===== src/rtl/fetch_unit.sv =====
// Instruction fetch front end: drives the combinational ROM, queues {pc, word, fault}
// in order toward decode, flushes on redirect and halts sequential fetch after a fault.
module fetch_unit #(
  parameter int unsigned           ADDR_WIDTH = 64,
  parameter int unsigned           DATA_WIDTH = 32,
  parameter logic [ADDR_WIDTH-1:0] RESET_PC   = '0,
  parameter int unsigned           DEPTH      = 2
) (
  input  logic                  clk_i,
  input  logic                  rst_ni,
  output logic [ADDR_WIDTH-1:0] rom_addr_o,
  input  logic [DATA_WIDTH-1:0] rom_data_i,
  input  logic                  rom_illegal_i,
  input  logic                  redirect_valid_i,
  input  logic [ADDR_WIDTH-1:0] redirect_pc_i,
  output logic                  inst_valid_o,
  input  logic                  inst_ready_i,
  output logic [DATA_WIDTH-1:0] inst_o,
  output logic [ADDR_WIDTH-1:0] inst_pc_o,
  output logic                  inst_fault_o
);

  localparam int unsigned      PTR_W    = $clog2(DEPTH);
  localparam int unsigned      CNT_W    = PTR_W + 1;
  localparam logic [CNT_W-1:0] FULL_CNT = CNT_W'(DEPTH);

  typedef enum logic {
    ST_FETCH = 1'b0,
    ST_HALT  = 1'b1
  } state_e;

  state_e                r_state;
  state_e                w_state_nxt;
  logic                  w_fetch_en;
  logic [ADDR_WIDTH-1:0] r_pc;
  logic [PTR_W-1:0]      r_rd_ptr;
  logic [PTR_W-1:0]      r_wr_ptr;
  logic [CNT_W-1:0]      r_count;
  logic                  w_pop;
  logic                  w_push;

  logic [ADDR_WIDTH-1:0] r_mem_pc    [DEPTH];
  logic [DATA_WIDTH-1:0] r_mem_data  [DEPTH];
  logic                  r_mem_fault [DEPTH];

  assign w_pop  = inst_valid_o && inst_ready_i;
  // A full queue still accepts a new word when the head leaves in the same cycle.
  assign w_push = w_fetch_en && !redirect_valid_i && ((r_count != FULL_CNT) || w_pop);

  // NOTE: sequential state uses non-blocking assignments so every flop samples
  // pre-edge values; blocking here would create order-dependent simulation races.
  always_ff @(posedge clk_i or negedge rst_ni) begin
    if (!rst_ni) begin
      r_state <= ST_FETCH;
    end else begin
      r_state <= w_state_nxt;
    end
  end

  // NOTE: every combinational output gets a default first, so no path through
  // the block leaves it unassigned and no latch is inferred.
  always_comb begin
    w_state_nxt = r_state;
    if (redirect_valid_i) begin
      w_state_nxt = ST_FETCH;
    end else if (w_push && rom_illegal_i) begin
      w_state_nxt = ST_HALT;
    end
  end

  always_comb begin
    w_fetch_en = (r_state == ST_FETCH);
  end

  // Redirect wins over everything: pointers restart at zero and the PC reloads.
  always_ff @(posedge clk_i or negedge rst_ni) begin
    if (!rst_ni) begin
      r_pc     <= RESET_PC;
      r_rd_ptr <= '0;
      r_wr_ptr <= '0;
      r_count  <= '0;
    end else if (redirect_valid_i) begin
      r_pc     <= redirect_pc_i;
      r_rd_ptr <= '0;
      r_wr_ptr <= '0;
      r_count  <= '0;
    end else begin
      if (w_push) begin
        r_wr_ptr <= r_wr_ptr + 1'b1;
        if (!rom_illegal_i) begin
          r_pc <= r_pc + ADDR_WIDTH'(4);
        end
      end
      if (w_pop) begin
        r_rd_ptr <= r_rd_ptr + 1'b1;
      end
      unique case ({w_push, w_pop})
        2'b10:   r_count <= r_count + 1'b1;
        2'b01:   r_count <= r_count - 1'b1;
        default: r_count <= r_count;
      endcase
    end
  end

  // NOTE: queue storage is deliberately not reset; the outputs are masked while
  // the queue is empty, so stale contents are never visible.
  always_ff @(posedge clk_i) begin
    if (w_push) begin
      r_mem_pc[r_wr_ptr]    <= r_pc;
      r_mem_data[r_wr_ptr]  <= rom_data_i;
      r_mem_fault[r_wr_ptr] <= rom_illegal_i;
    end
  end

  assign rom_addr_o   = r_pc;
  assign inst_valid_o = (r_count != '0);
  assign inst_o       = inst_valid_o ? r_mem_data[r_rd_ptr]  : '0;
  assign inst_pc_o    = inst_valid_o ? r_mem_pc[r_rd_ptr]    : '0;
  assign inst_fault_o = inst_valid_o ? r_mem_fault[r_rd_ptr] : 1'b0;

endmodule


===== config.mk =====
export PLATFORM = sky130hd
export DESIGN_NAME = fetch_unit
export DESIGN_NICKNAME = d
export VERILOG_FILES = /design/src/rtl/fetch_unit.sv
export SDC_FILE = /design/constraint.sdc
export NUM_CORES = 1
export LEC_CHECK = 0
export CAP_MARGIN = 20
export CORE_MARGIN = 3
export CORE_UTILIZATION = 54
export DETAILED_ROUTE_END_ITERATION = 16
export GPL_TIMING_DRIVEN = 0
export PLACE_DENSITY = 0.85
export RECOVER_POWER = 100
export SKIP_CTS_REPAIR_TIMING = 1
export SLEW_MARGIN = 20
export SYNTH_ARGS = -nofsm -noshare
export SYNTH_HDL_FRONTEND = slang
export SYNTH_SLANG_ARGS = --single-unit

===== constraint.sdc =====
create_clock -name clk_i -period 25.6 [get_ports clk_i]
set_input_delay 3.84 -clock clk_i [delete_from_list [all_inputs] [get_ports clk_i]]
set_output_delay 3.84 -clock clk_i [all_outputs]
set_load 0.01 [all_outputs]

==> flow_summary.yaml <==
setup_path:
  critPathCaptureType: "register"
  cp.required_ps: 25690
  cpMostUsedCell: "clkbuf_1"
  worstPathCellList: "clkbuf_1 > clkinv_1 > clkbuf_1 > and3_1 > clkbuf_1"
  r2r_slack_ps: 20370
  worst-path-buf-inv: 4
  slowest_stage: "clkbuf_1"
  worstRegToRegCells: 4
  cp.arrival_ps: 8790
  crit_type: "in -> reg"
  crit_fanout: 53
  reg2reg_to: "r_mem_pc[1][38]"
  startpoint_type: "input port"
  timing.rr.start: "r_count[1]"
  crit_family: "buffers and inverters"
  cp_slowest_stage_delay_ps: 2210
global_route:
  grt_pass1_wl_um: 50200
  antenna_found_initial: 3
  grt_max_degree: 56
  grt_use_total_pct: 27.1
  grt-ovfl-total: 0
  grt_pass1_vias: 8903
timing:
  hold_slack_ps: 505
  maxSlewHeadroom_pct: -105
  period_share_pct: 34.0
  final_hold_viol_count: 0
  final.setup.tns_ps: 0
  fin_skew_ps: 11.5
  slew_violations: 156
  worst-slew-pin-transition_ps: 3070
  fin_crit_ps: 8700
  finalSetupViolCount: 0
  timing.final.ws_setup_ps: 16900
  rsz0062_at_grt: "no"
  clock.fmax_mhz: 115
outcome:
  outcome: "finished, violations left"
  violations: "capacitance limit, slew limit"
layout:
  n_fill_cell: 1404
  syn2layout_area_growth_pct: 34.1
  area.sequential_um2: 7550
  final_cells: 1524
  drive_gt1_share_pct: 4.63
  layout.nets: 1332
  multi_input_area_um2: 3700
  fin_area_um2: 15400
yosys:
  syn_inst: 921
  ys_seq_area_share_pct: 65.7
  syn_avg_cell_area_um2: 12.5
  synth_edf_count: 194
  syn_area_um2: 11500
  yosysWarningCount: 0
  synth_top_area_share_pct: 50.7
  yosys_most_used_dff: "edfxtp_1"
  synthArstFlopShare_pct: 26.2
  syn_nets: 1023
  ys_seq_elements: 263
  synth_area_leader_cell: "edfxtp_1"
  yosysUniqueCellTypes: 46
  yosys-top-cells-count: "edfxtp_1 (194), nor2_1 (147), mux2i_1 (102), dfrtp_1 (69), nand2_1 (66)"
  synth_area_leaders: "edfxtp_1 (51%), dfrtp_1 (15%), mux2i_1 (8.9%)"
  yosysMostFrequentCell: "edfxtp_1"
floorplanning:
  rows: 52
  design.core.area_um2: 20600
  start_util_pct: 55.9
  die_area_um2: 23100
  die-width_um: 152
  ioPinCount: 263
  fp.dieH_um: 152
worst_hold_path:
  hold_path_end: "r_mem_pc[1][1]"
  hold_start: "rom_addr_o[1]"
  hp-class: "reg -> reg"
  worstHoldPathCells: 0
pwr:
  power.switching_uw: 279
  p_int_uw: 807
  pwr-share-clk_pct: 36.2
  p_leak_nw: 5.49
  combPwrFrac_pct: 15.5
  ir_drop_mv: 0.0531
  p_seq_share_pct: 48.3
  switching_share_pct: 25.7
  power_density_nw_per_um2: 70.5
route:
  wl_per_cell_um: 21.1
  drtIter0Drc: 731
  via_per_inst: 5.83
  wl_um: 32100
  firstDrtPassIters: 5
  vias: 8887
  route.detailed.drc: 0
  antenna_left: 0
flow_run:
  maxCapViolations: 3
placed_design:
  post-dp-hpwl_um: 22800
  port_buffers: 261
  place_inst: 1470
  place_congestion: 0.927
  postPlaceCellArea_um2: 14600
  place_ws_ps: 18580
clock_tree:
  h-tree-depth: 1
  cts-root-buf: "clkbuf_16"
  clk_pin_slew_ps: 60
  insertion_delay_ps: 540
  cts_sinks: 263
  cts_inserted_buffers: 28
  cts_tree: "yes"
  clock_tree.buffer_depth: 3
routing by layer:
layer  up-vias  wire length [um]  global-route usage, %  share of wire (%)
li1       4041                 -                      -                  -
met1      4289             12700                   36.1                 40
met2       475             15500                   45.3                 48
met3        80              2790                   5.89                8.7
met4         2              1070                   8.13                3.3
met5         -                13                      0              0.040
layout by cell type (no fill, tap or decap), types with 12 or more instances in the layout:
| cell type | count |
|---|---|
| edfxtp_1 | 194 |
| dlygate4sd3_1 | 186 |
| nor2_1 | 147 |
| mux2i_1 | 102 |
| clkdlybuf4s50_1 | 74 |
| dfrtp_1 | 69 |
| nand2_1 | 66 |
| clkbuf_1 | 63 |
| o21ai_0 | 43 |
| nand4_1 | 35 |
| clkbuf_16 | 28 |
| nand3_1 | 26 |
| xnor2_1 | 25 |
| a31oi_1 | 22 |
| nor4_1 | 21 |
| nor3_1 | 18 |
| or4_1 | 14 |
| inv_1 | 12 |
sequential cells by signal (all words and copies together) (netlist names):
name	cells
r_mem_pc	128
r_wr_ptr	1
r_mem_data	64
r_mem_fault	2
r_rd_ptr	1
r_state	1
rom_addr_o	64
r_count	2
metrics by stage:
stage	util, %	power (mW)
after global placement	70.2	0.710
final	74.9	1.09
after detailed placement	71.0	0.712
after floorplan	-	0.609
after global routing	74.9	1.12
after CTS	75.5	1.10
final cells by class:
type                       count  area share [%]
antenna                        2          0.0325
buffer                        46            1.14
clock buffer                  35            4.98
clock inverter                17           0.950
inverter                      13           0.317
multi-input combinational    599            24.0
sequential                   263            49.0
tap                          270            2.19
timing repair buffer         279            17.4
worst max path at each step:
stage / from / endpoint / slack (ps) / depth (start not counted)
after detailed placement: r_rd_ptr / inst_pc_o[61] / 18580 / 6
after CTS: r_rd_ptr / inst_pc_o[58] / 18000 / 6
after global placement: redirect_valid_i / r_mem_pc[0][47] / 5740 / 4
final: redirect_valid_i / r_mem_pc[1][38] / 16900 / 5
after global routing: inst_ready_i / r_mem_pc[1][41] / 16420 / 5
after floorplan: redirect_valid_i / r_mem_data[0][0] / 11140 / 4
power by group through the flow:
stage	Sequential [mW]	Clock, mW	Combinational [mW]
after floorplan	0.531	0	0.0779
after global placement	0.537	0	0.173
after detailed placement	0.532	0	0.181
after CTS	0.523	0.398	0.182
after global routing	0.528	0.415	0.181
final	0.525	0.393	0.168
cell families after synthesis:
family          Yosys count  share of synthesized area, %
flops                   263                          65.7
buf+inv                  59                          2.01
simple gates            368                          15.5
mux                     105                          9.18
fa+ha+maj                 1                         0.109
compound gates           89                          4.67
xor+xnor                 36                          2.74
(Power assumes the default switching activity.)
